`src/rtl/exe_div_unit_if.sv`:
```
// exe_div_unit_if
// Purpose: bundles the E-stage divide request, the hazard-unit stall request
//          and the HI/LO result of the execute-stage divider into one port.
// Signals:
//   flush     exception flush, cancels a divide in progress
//   startE    DIV/DIVU present in E (held high while E stalls)
//   signedE   1 = DIV, 0 = DIVU
//   advanceE  E stage advances this cycle
//   srcaE     dividend (rs)
//   srcbE     divisor (rt)
//   stall_div stall request to the hazard unit
//   div_valid result valid, qualifies the HI/LO write
//   div_zero  divisor was zero, valid with div_valid
//   hi_out    remainder
//   lo_out    quotient
// Modports: master = pipeline/E-stage side, slave = divider.
interface exe_div_unit_if #(
    parameter int WIDTH = 32
);
    logic             flush;
    logic             startE;
    logic             signedE;
    logic             advanceE;
    logic [WIDTH-1:0] srcaE;
    logic [WIDTH-1:0] srcbE;
    logic             stall_div;
    logic             div_valid;
    logic             div_zero;
    logic [WIDTH-1:0] hi_out;
    logic [WIDTH-1:0] lo_out;

    modport master (
        output flush, startE, signedE, advanceE, srcaE, srcbE,
        input  stall_div, div_valid, div_zero, hi_out, lo_out
    );

    modport slave (
        input  flush, startE, signedE, advanceE, srcaE, srcbE,
        output stall_div, div_valid, div_zero, hi_out, lo_out
    );
endinterface

```
`src/rtl/exe_div_unit.sv`:
```
// exe_div_unit
// Purpose: iterative radix-2 restoring divider for the execute stage. Takes
//          the E-stage operands on DIV/DIVU, stalls E through the hazard unit
//          for WIDTH+1 cycles, then presents quotient (LO) and remainder (HI)
//          with div_valid until E advances. Exception flush cancels the divide.
// Ports:
//   clk    clock
//   reset  synchronous active-high reset
//   bus    exe_div_unit_if.slave (request, stall, result signals)
// Parameter WIDTH must match the WIDTH of the connected interface.
// Optional feature: define DIV_ZERO_FAST_EN to finish a divide by zero one
//   cycle after start instead of running the full WIDTH-step loop.
module exe_div_unit #(
    parameter int WIDTH = 32
) (
    input  logic          clk,
    input  logic          reset,
    exe_div_unit_if.slave bus
);

    localparam int CNT_W = (WIDTH > 1) ? $clog2(WIDTH) : 1;
    localparam logic [CNT_W-1:0] LAST_STEP = CNT_W'(WIDTH - 1);

    typedef enum logic [1:0] {IDLE, BUSY, DONE} state_t;

    state_t           state;
    state_t           state_d;
    logic [CNT_W-1:0] count;
    logic [WIDTH-1:0] hi_q;
    logic [WIDTH-1:0] lo_q;
    logic             zero_f;

    // dvd holds the dividend magnitude; its MSB is consumed each step and the
    // new quotient bit enters at the LSB, so after WIDTH steps it is the quotient.
    logic [WIDTH-1:0] dvd;
    logic [WIDTH-1:0] dvs;
    logic [WIDTH-1:0] rem;
    logic [WIDTH-1:0] raw_a;
    logic             q_neg;
    logic             r_neg;

    logic             accept;
    logic             step;
    logic [WIDTH:0]   rem_shift;
    logic [WIDTH:0]   diff;
    logic             no_borrow;
    logic [WIDTH-1:0] rem_next;
    logic [WIDTH-1:0] quo_next;

    function automatic logic [WIDTH-1:0] magnitude(input logic signed [WIDTH-1:0] v,
                                                   input logic is_signed);
        logic [WIDTH-1:0] m;
        m = (is_signed && v[WIDTH-1]) ? -v : v;
        return m;
    endfunction

    function automatic logic [WIDTH-1:0] apply_sign(input logic [WIDTH-1:0] mag,
                                                    input logic neg);
        return neg ? -mag : mag;
    endfunction

    assign accept = (state == IDLE) && bus.startE && !bus.flush;
    assign step   = (state == BUSY) && !bus.flush;

    // One restoring step: the W+1 bit difference goes negative exactly when
    // the shifted remainder is smaller than the divisor.
    assign rem_shift = {rem, dvd[WIDTH-1]};
    assign diff      = rem_shift - {1'b0, dvs};
    assign no_borrow = ~diff[WIDTH];
    assign rem_next  = no_borrow ? diff[WIDTH-1:0] : rem_shift[WIDTH-1:0];
    assign quo_next  = {dvd[WIDTH-2:0], no_borrow};

    always_comb begin
        state_d = state;
        case (state)
            IDLE: begin
                if (accept) begin
`ifdef DIV_ZERO_FAST_EN
                    state_d = (bus.srcbE == '0) ? DONE : BUSY;
`else
                    state_d = BUSY;
`endif
                end
            end
            BUSY: begin
                if (count == LAST_STEP) state_d = DONE;
            end
            DONE: begin
                // startE is still the same instruction here, so only advanceE matters.
                if (bus.advanceE) state_d = IDLE;
            end
            default: state_d = IDLE;
        endcase
        if (bus.flush) state_d = IDLE;
    end

    always_ff @(posedge clk) begin
        if (reset) begin
            state  <= IDLE;
            count  <= '0;
            hi_q   <= '0;
            lo_q   <= '0;
            zero_f <= 1'b0;
        end else begin
            state <= state_d;
            if (accept) begin
                count  <= '0;
                zero_f <= (bus.srcbE == '0);
`ifdef DIV_ZERO_FAST_EN
                if (bus.srcbE == '0) begin
                    hi_q <= bus.srcaE;
                    lo_q <= '1;
                end
`endif
            end else if (step) begin
                count <= count + CNT_W'(1);
                if (count == LAST_STEP) begin
                    // Divide by zero reports the raw dividend and bypasses the sign fix.
                    if (zero_f) begin
                        hi_q <= raw_a;
                        lo_q <= '1;
                    end else begin
                        hi_q <= apply_sign(rem_next, r_neg);
                        lo_q <= apply_sign(quo_next, q_neg);
                    end
                end
            end
        end
    end

    always_ff @(posedge clk) begin
        if (accept) begin
            dvd   <= magnitude(bus.srcaE, bus.signedE);
            dvs   <= magnitude(bus.srcbE, bus.signedE);
            rem   <= '0;
            raw_a <= bus.srcaE;
            q_neg <= bus.signedE & (bus.srcaE[WIDTH-1] ^ bus.srcbE[WIDTH-1]);
            r_neg <= bus.signedE & bus.srcaE[WIDTH-1];
        end else if (step) begin
            dvd <= quo_next;
            rem <= rem_next;
        end
    end

    assign bus.stall_div = !bus.flush && (((state == IDLE) && bus.startE) || (state == BUSY));
    assign bus.div_valid = (state == DONE);
    assign bus.div_zero  = (state == DONE) && zero_f;
    assign bus.hi_out    = hi_q;
    assign bus.lo_out    = lo_q;

endmodule

```
`src/flat_wrapper.sv`:
```
// flat-port wrapper written by rule: the top's interface ports become plain ports
module exe_div_unit_flat 
#(
    parameter int WIDTH = 32
)
  (clk, reset, bus_flush, bus_startE, bus_signedE, bus_advanceE, bus_srcaE, bus_srcbE, bus_stall_div, bus_div_valid, bus_div_zero, bus_hi_out, bus_lo_out);
  exe_div_unit_if #(.WIDTH(WIDTH)) bus_i ();
  input  logic clk;
  input  logic reset;
  input wire logic [$bits(bus_i.flush)-1:0] bus_flush;
  input wire logic [$bits(bus_i.startE)-1:0] bus_startE;
  input wire logic [$bits(bus_i.signedE)-1:0] bus_signedE;
  input wire logic [$bits(bus_i.advanceE)-1:0] bus_advanceE;
  input wire logic [$bits(bus_i.srcaE)-1:0] bus_srcaE;
  input wire logic [$bits(bus_i.srcbE)-1:0] bus_srcbE;
  output wire logic [$bits(bus_i.stall_div)-1:0] bus_stall_div;
  output wire logic [$bits(bus_i.div_valid)-1:0] bus_div_valid;
  output wire logic [$bits(bus_i.div_zero)-1:0] bus_div_zero;
  output wire logic [$bits(bus_i.hi_out)-1:0] bus_hi_out;
  output wire logic [$bits(bus_i.lo_out)-1:0] bus_lo_out;
  assign bus_i.flush = bus_flush;
  assign bus_i.startE = bus_startE;
  assign bus_i.signedE = bus_signedE;
  assign bus_i.advanceE = bus_advanceE;
  assign bus_i.srcaE = bus_srcaE;
  assign bus_i.srcbE = bus_srcbE;
  assign bus_stall_div = bus_i.stall_div;
  assign bus_div_valid = bus_i.div_valid;
  assign bus_div_zero = bus_i.div_zero;
  assign bus_hi_out = bus_i.hi_out;
  assign bus_lo_out = bus_i.lo_out;
  exe_div_unit #(.WIDTH(WIDTH)) u_core (.clk(clk), .reset(reset), .bus(bus_i));
endmodule
```
`config.mk`:
```
export PLATFORM = sky130hd
export DESIGN_NAME = exe_div_unit_flat
export DESIGN_NICKNAME = d
export VERILOG_FILES = /design/src/rtl/exe_div_unit_if.sv /design/src/rtl/exe_div_unit.sv /design/src/flat_wrapper.sv
export SDC_FILE = /design/constraint.sdc
export NUM_CORES = 1
export LEC_CHECK = 0
export CAP_MARGIN = 20
export CORE_MARGIN = 2
export CORE_UTILIZATION = 41
export CTS_BUF_LIST = sky130_fd_sc_hd__clkbuf_4
export DETAILED_ROUTE_END_ITERATION = 16
export SLEW_MARGIN = 20
export SYNTH_ARGS = -nofsm -noshare
export SYNTH_HDL_FRONTEND = slang
export SYNTH_SLANG_ARGS = --single-unit
```
`constraint.sdc`:
```
create_clock -name clk -period 6.2 [get_ports clk]
set_clock_uncertainty 0.15 [all_clocks]
set_input_delay 0.93 -clock clk [delete_from_list [all_inputs] [get_ports clk]]
set_output_delay 0.93 -clock clk [all_outputs]
set_load 0.01 [all_outputs]
```
# [Word level (Yosys, flattened, before mapping)]
# Cells that the tools add are included.
[totals] regBits=202 output_inout_bits=67
[classes] n_reduce_logical=16 n_mux=13 n_addsub=6 n_eq_ne=6 bitwise_logic=5
[op_table] operator="2-to-1 mux 32 bit" n=9
[op_table] operator="negation 32 bit" n=4
[op_table] operator="subtractor 33 x 32 -> 33 bit" n=1
[op_table] operator="logical NOT 32 bit" n=1
[op_table] operator="logical AND 1 bit" n=7
[op_table] operator="2-to-1 mux 2 bit" n=3
[op_table] operator="one-hot mux 2 bit (3 select lines)" n=1
[op_table] operator="AND reduction 3 bit" n=2
[op_table] operator="adder 5 x 1 -> 5 bit, second input constant" n=1
[op_table] operator="equality test 5 bit, second input constant" n=1
[op_table] operator="inequality test 2 bit, second input constant" n=2
[op_table] operator="OR reduction 2 bit" n=2
[op_table] operator="bitwise AND 1 bit" n=2
[op_table] operator="equality test 2 x 1 -> 1 bit, second input constant" n=1
[op_table] operator="equality test 2 bit, second input constant" n=1
[op_table] operator="logical NOT 2 bit" n=1
[op_table] operator="inequality test 2 x 1 -> 1 bit, second input constant" n=1
[op_table] operator="inverter 1 bit" n=2
[op_table] operator="nonzero test 2 bit" n=1
[op_table] operator="logical NOT 1 bit" n=1
[op_table] operator="logical OR 1 bit" n=1
[op_table] operator="bitwise XOR 1 bit" n=1

# [Longest topological paths before layout]
# Gate-level depths: netlist of run 1.
[logic_depth] ltp_word=5 depth_mapped=24 ltp_nobuf=21

# [Least setup slack after synthesis of run 1]
# Ideal clock, no wire load.
[synth_path] kind="register to register" from="register u_core.dvd[31]" to="register u_core.hi_q[30], in the netlist u_core.bus.hi_out[30]" stages_incl_launch_ff=23 arrival_time_ns=4.935 path_buffers=3 t_required_ns=5.934 setup_slack_ns=0.998 synth_period_minus_slack_ns=5.202 cell_sequence="edfxtp_1 > inv_1 > ha_1 > inv_1 > fa_1 > a21oi_1 > o211ai_2 > nand4_2 > a311o_1 > o211a_4 > buf_6 > clkbuf_1 > buf_2 > mux2i_1 > ha_1 > nand2_1 > or4_1 > inv_1 > a32oi_1 > or3b_2 > nor4_1 > o32ai_1 > a31o_2"
[synth_via] elab_chain_len=5
[synth_rtl] element="from (decl)" line_no="exe_div_unit.sv:35" source="logic [WIDTH-1:0] dvd;"
[synth_rtl] element="from (signal assigned)" line_no="exe_div_unit.sv:133" source="dvd <= magnitude(bus.srcaE, bus.signedE);"
[synth_rtl] element="from (signal assigned)" line_no="exe_div_unit.sv:140" source="dvd <= quo_next;"
[synth_rtl] element="subtractor 33 x 32 -> 33 bit" line_no="exe_div_unit.sv:68" source="assign diff = rem_shift - {1'b0, dvs};"
[synth_rtl] element="2-to-1 mux 32 bit *" line_no="exe_div_unit.sv:70" source="assign rem_next = no_borrow ? diff[WIDTH-1:0] : rem_shift[WIDTH-1:0];"
[synth_rtl] element="negation 32 bit" line_no="exe_div_unit.sv:59" source="return neg ? -mag : mag;"
[synth_rtl] element="2-to-1 mux 32 bit *" line_no="exe_div_unit.sv:59"
[synth_rtl] element="2-to-1 mux 32 bit *" line_no="exe_div_unit.sv:119" source="if (zero_f) begin"
[synth_rtl] element="to (signal assigned)" line_no="exe_div_unit.sv:120" source="hi_q <= raw_a;"
[synth_rtl] element="to (signal assigned)" line_no="exe_div_unit.sv:123" source="hi_q <= apply_sign(rem_next, r_neg);"
[synth_rtl] element="to (decl)" line_no="exe_div_unit.sv:29" source="logic [WIDTH-1:0] hi_q;"
# Mark *: on every way between the ends. The rest lies on a longest branch, timed or not.
# A chain may end at the register's enable or synchronous reset.

# [Worst setup path after layout of run 1]
[layout_path] from="register u_core.dvd[31]" to="register u_core.hi_q[22], in the netlist u_core.bus.hi_out[22]"
# The elaborated chain is that of the path after synthesis.

==> results.yml, run 1 <==
run_status:
  status: "complete, no violations"
yosys:
  ys_seq_area_frac: 0.4000
  syn_nets: 1541
  yosysTopAreaCellShare: 0.2343
  netlist_instances: 1432
  syn-cell-area_mm2: 0.01256
  ys_warn_count: 0
  ys.flop_type: "dfxtp_1"
  ys_ff_latch: 202
  synthArstFlopShare: 0
  synthTopCellsByArea: "edfxtp_1 23%, dfxtp_1 17%, xor2_1 5.4%, o21ai_0 5.1%, nand2_1 5.0%"
  yosysTopAreaCell: "edfxtp_1"
  synth.avg_cell_area_um2: 8.772
  synth_edf_count: 98
  synth.distinct_cells: 79
  synth_most_common_cell: "nand2_1"
  synth_commonest_cells: "169 x nand2_1, 127 x o21ai_0, 114 x nor2_1, 104 x dfxtp_1, 98 x edfxtp_1"
setup_path:
  slowest_stage: "or4_1"
  cp-end-kind: "flip-flop"
  path_delay_family: "compound AO/OA/AOI/OAI gates"
  reg2reg_from: "u_core.dvd[31]"
  crit_chain: "inv_1 > ha_1 > inv_1 > fa_1 > a21oi_1 > o211ai_2 > nand4_2 > a311oi_1 > o211a_4 > mux2i_1 > ha_1 > nand2_1 > or4_1 > nor4_1 > o221ai_1 > o21ai_0 > xnor2_1 > mux2i_1 > o31ai_1"
  cp.required_ns: 6.66
  ff2ff_path_depth: 19
  cp-startpoint: "u_core.dvd[31]"
  cp-start-kind: "flip-flop"
  crit_arrival_ns: 5.65
  cp_max_fo: 6
  r2r_slack_ns: 1.01
  path_class: "reg -> reg"
  crit_buf_inv: 2
  cpPeakStageDelay_ns: 0.61
  r2r_end: "u_core.bus.hi_out[22]"
grt:
  grtUsageTotal: 0.2234
  grt_first_pass_wirelength_um: 56940
  grt_start_max_net_pins: 62
  first_global_vias: 10850
  overflow: 0
  antenna_found_initial: 2
hold_path:
  holdPathStages: 2
  min-delay-path-class: "reg -> reg"
  hold_end: "u_core.bus.hi_out[5]"
  hold_start: "u_core.bus.hi_out[5]"
die:
  num_io_pins: 137
  placementRows: 64
  start_util: 0.4139
  die_y_um: 179.0
  coreArea_mm2: 0.03035
  dieArea_mm2: 0.03206
  dieWidth_um: 179.0
sta:
  slew_headroom: 0.3399
  slew_violations: 0
  setup_viol: 0
  tns_ns: 0
  min_period_ns: 5.192
  timing.final.crit_share: 0.8375
  fmax_mhz: 192.6
  final_hold_viol_count: 0
  whs_ns: 0.3039
  worst_slew_pin_slew_ns: 0.9902
  rsz0062_at_grt: "no"
place:
  place_congestion: 0.8778
  dp_hpwl_um: 26280
  port_buffers: 136
clock_tree:
  htreeDepth: 2
  cts-root-buf: "clkbuf_4"
  cts_max_path_buffers: 3
  clk_pin_slew_ns: 0.06
  cts-buffers-inserted: 56
  cts_hold_buf: 0
  clkSinkCount: 202
  clkLatencyLatePin_ns: 0.71
  cts_tree: "yes"
  cts_resized: 0
  cts_setup_buffers: 0
finish:
  area_growth_pct: 19.44
  layout-drive-gt1-share: 0.08555
  final_util: 0.4944
  nets: 1676
  num-fill-cells: 2969
  regArea_mm2: 0.005025
  multi_input_area_mm2: 0.006999
drt:
  wl_per_cell_um: 17.71
  drc_errors: 0
  vias: 11280
  ant_nets: 0
  drt_iter0_markers: 676
  vias_per_cell: 5.612
  dr.pass1.iters: 6
  drt-total-wl_um: 35610
power_and_ir_drop:
  vdd_drop_max_mv: 0.1111
  p_leak_nw: 5.526
  p_per_area_mw_per_mm2: 209.9
flow_run:
  maxCapViolations: 0
area by class of cell:
cell class / instances / share of cell area
antenna: 1 / 0.0001668
clock buffer: 92 / 0.04603
clock inverter: 12 / 0.005504
inverter: 62 / 0.01551
multi-input combinational: 1093 / 0.4665
sequential: 202 / 0.3349
tap: 396 / 0.03302
timing repair buffer: 152 / 0.09840
through the flow:
stage | cells | setup WS [ns] | power [W] | instance area (µm²)
finish | 2010 | 1.008 | 0.003149 | 15000
global route | 2010 | 0.5120 | 0.003309 | 15000
CTS | 2009 | 1.083 | 0.003184 | 15000
detailed placement | 1905 | 1.127 | 0.001880 | 14230
global placement | 1905 | 1.278 | 0.001876 | 14230
floorplan | 1432 | 0.9985 | 0.001743 | 12560
power breakdown:
group / switching, W / internal, W / total, W
combinational: 0.000222 / 0.000154 / 0.000376
clock: 0.000587 / 0.000710 / 0.00130
sequential: 0.0000263 / 0.00145 / 0.00148
worst max path at each step:
stage                            end  slack, ns  cells after the start
2_1_floorplan  u_core.bus.hi_out[30]        1.0                     22
3_3_place_gp   u_core.bus.hi_out[26]       1.28                     18
3_5_place_dp   u_core.bus.hi_out[26]       1.13                     18
4_1_cts        u_core.bus.hi_out[22]       1.08                     21
5_1_grt        u_core.bus.hi_out[22]       0.51                     19
6_report       u_core.bus.hi_out[22]       1.01                     19
routing by layer:
layer / share of wire / vias up / GRT usage
li1: - / 5582 / -
met1: 0.46 / 5351 / 0.3047
met2: 0.47 / 287 / 0.3614
met3: 0.050 / 58 / 0.03562
met4: 0.021 / 2 / 0.07283
met5: 0.00022 / - / 0
placed cells by master, fill, tap and decap left out, drive strengths merged, types with 6 or more instances in the layout:
master	n
a211oi	38
a21o	19
a21oi	73
a22o	6
a311oi	14
a31oi	15
and2	15
and3	13
and4	8
buf	17
clkbuf	92
clkdlybuf4s50	135
clkinv	9
dfxtp	104
edfxtp	98
ha	38
inv	63
mux2i	28
nand2	169
nand2b	6
nand3	25
nand4	12
nor2	114
nor3	34
nor3b	7
nor4	24
o211ai	17
o21a	6
o21ai	130
o22ai	7
o31ai	28
o41ai	9
or3	21
or4	14
xnor2	56
xor2	77
cell families after synthesis:
family,after synthesis,synth area share
AO/OA/AOI/OAI,412,0.2162
XOR/XNOR,133,0.09273
buffers and inverters,137,0.04333
flip-flops,202,0.4000
multiplexers,31,0.02500
adder cells (fa/ha/maj),39,0.03944
AND/OR/NAND/NOR,478,0.1833
worst reg2reg max path, cell delays in order, from the launching register on:
cell	delay [ns]
edfxtp_1	0.38
inv_1	0.06
ha_1	0.19
inv_1	0.07
fa_1	0.21
a21oi_1	0.11
o211ai_2	0.28
nand4_2	0.23
a311oi_1	0.39
o211a_4	0.25
mux2i_1	0.31
ha_1	0.24
nand2_1	0.07
or4_1	0.61
nor4_1	0.46
o221ai_1	0.35
o21ai_0	0.29
xnor2_1	0.15
mux2i_1	0.10
o31ai_1	0.20
sequential cells by signal, indices dropped and copies added, names as in the netlist:
name	cells
u_core.bus.hi_out	32
u_core.bus.lo_out	32
u_core.count	5
u_core.dvd	32
u_core.dvs	32
u_core.q_neg	1
u_core.r_neg	1
u_core.raw_a	32
u_core.rem	32
u_core.state	2
u_core.zero_f	1
No activity file was read; power rests on OpenSTA's default activity.
==> run 2, diff against run 1 <==
==> constraint.sdc (replaced) <==
create_clock -name clk -period 4.7 [get_ports clk]
set_clock_uncertainty 0.15 [all_clocks]
set_input_delay 0.705 -clock clk [delete_from_list [all_inputs] [get_ports clk]]
set_output_delay 0.705 -clock clk [all_outputs]
set_load 0.01 [all_outputs]
==> results.yml, run 2 (same netlist as run 1, synthesis figures left out) <==
power_and_ir_drop:
  p_per_area_mw_per_mm2: 265.3
  p_leak_nw: 5.760
  vdd_drop_max_mv: 0.1801
setup_path:
  crit_arrival_ns: 5.01
  cp-start-kind: "flip-flop"
  cp_max_fo: 6
  cp.required_ns: 5.12
  cpPeakStageDelay_ns: 0.53
  crit_chain: "inv_1 > ha_4 > a21o_1 > a21o_1 > a221o_1 > or3_4 > o211a_4 > inv_4 > nor2_1 > a21oi_2 > ha_2 > nand2_1 > or4_4 > inv_1 > a32oi_1 > or3b_4 > nor4_4 > o32ai_1 > a31o_2"
  path_class: "reg -> reg"
  slowest_stage: "or4_4"
  cp-end-kind: "flip-flop"
sta:
  setup_viol: 0
  min_period_ns: 4.589
  fmax_mhz: 217.9
  setup_slack_ns: 0.1106
  worst_slew_pin_slew_ns: 0.9768
  slew_headroom: 0.3488
  timing.final.crit_share: 0.9765
  slew_violations: 0
  final_hold_viol_count: 0
  whs_ns: 0.3082
  rsz0062_at_grt: "yes"
hold_path:
  min-delay-path-class: "reg -> reg"
die:
  dieWidth_um: 179.0
  coreArea_mm2: 0.03035
  num_io_pins: 137
  start_util: 0.4139
  dieArea_mm2: 0.03206
  die_y_um: 179.0
  placementRows: 64
run_status:
  status: "complete, no violations"
clock_tree:
  clk_pin_slew_ns: 0.07
  cts-root-buf: "clkbuf_4"
  cts_hold_buf: 0
  clkSinkCount: 202
  cts_tree: "yes"
  clkLatencyLatePin_ns: 0.68
  cts-buffers-inserted: 55
  cts_max_path_buffers: 3
  htreeDepth: 2
drt:
  vias: 11490
  drc_errors: 0
  drt-total-wl_um: 35470
  dr.pass1.iters: 7
  wl_per_cell_um: 17.28
  ant_nets: 0
  vias_per_cell: 5.595
  drt_iter0_markers: 653
finish:
  nets: 1719
  layout-drive-gt1-share: 0.1226
  final_common_cell: "nand2_1"
  most-common-layout-cells: "169 x nand2_1, 135 x clkdlybuf4s50_1, 124 x o21ai_0"
  area_growth_pct: 23.09
place:
  place_congestion: 0.9066
  port_buffers: 136
  dp_hpwl_um: 26960
  dp_slack_ns: -0.01264
flow_run:
  maxCapViolations: 0
grt:
  first_global_vias: 11010
  overflow: 0
  grtUsageTotal: 0.2208
  antenna_found_initial: 1
  grt_first_pass_wirelength_um: 56380
  grt_start_max_net_pins: 62
run 2: changes by cell type in the layout (fill, tap and decap cells not counted), moves of 3 or more:
cell,before,now
nor4_1,22,18
nor4_4,1,4
buf_4,16,60
ha_1,38,34
ha_4,0,3
o21ai_0,127,124
run 2: path summary, 6_finish.rpt:
path | cells after the start | startpoint | endpoint | slack (ns)
min reg2reg | 2 | u_core.bus.hi_out[2] | u_core.bus.hi_out[2] | 0.31
max reg2reg | 19 | u_core.dvs[29] | u_core.bus.hi_out[30] | 0.11
min | 2 | u_core.bus.hi_out[2] | u_core.bus.hi_out[2] | 0.31
max | 19 | u_core.dvs[29] | u_core.bus.hi_out[30] | 0.11
run 2: cell type report:
| type | instances | area, µm² |
|---|---|---|
| well taps | 396 | 495.5 |
| inverters | 62 | 235.2 |
| flip-flops and latches | 202 | 5025 |
| multi-input cells | 1093 | 7153 |
| repair buffers | 196 | 1807 |
| clock inverters | 11 | 53.80 |
| fillers | 2931 | 14890 |
| diodes | 1 | 2.502 |
| clock buffers | 92 | 690.7 |
run 2: metal layers:
layer,share of wire,global-route usage,up-vias
li1,-,-,5671
met1,0.45,0.2868,5469
met2,0.48,0.3745,281
met3,0.048,0.03796,66
met4,0.023,0.06640,0
met5,0,0,-
run 2: timing repair:
action / CTS / global route
setup buffers: 0 / 0
pin swaps: 0 / 2
setup endpoints to repair: 3 / 13
resized for setup: 1 / 16
run 2: stage by stage:
step / area [µm²] / cells / total power (W) / setup TNS, ns / util
2_1_floorplan: 12690 / 1432 / 0.002305 / -0.02507 / -
3_3_place_gp: 14640 / 1949 / 0.002497 / 0 / 0.4823
6_report: 15460 / 2053 / 0.004102 / 0 / 0.5095
5_1_grt: 15460 / 2053 / 0.004309 / -0.1299 / 0.5095
3_5_place_dp: 14640 / 1949 / 0.002503 / -0.01264 / 0.4823
4_1_cts: 15390 / 2052 / 0.004150 / -0.04812 / 0.5071
run 2: power breakdown:
group | switching [W] | internal [W]
registers | 0.0000346 | 0.00191
clock network | 0.000746 | 0.000883
logic | 0.000300 | 0.000225
run 2: critical path, delay by kind of cell (launching register included):
family	cells	cell delay, ns
fa+ha+maj	2	0.42
buf+inv	3	0.24
flops	1	0.36
simple gates	6	1.72
compound gates	8	1.58
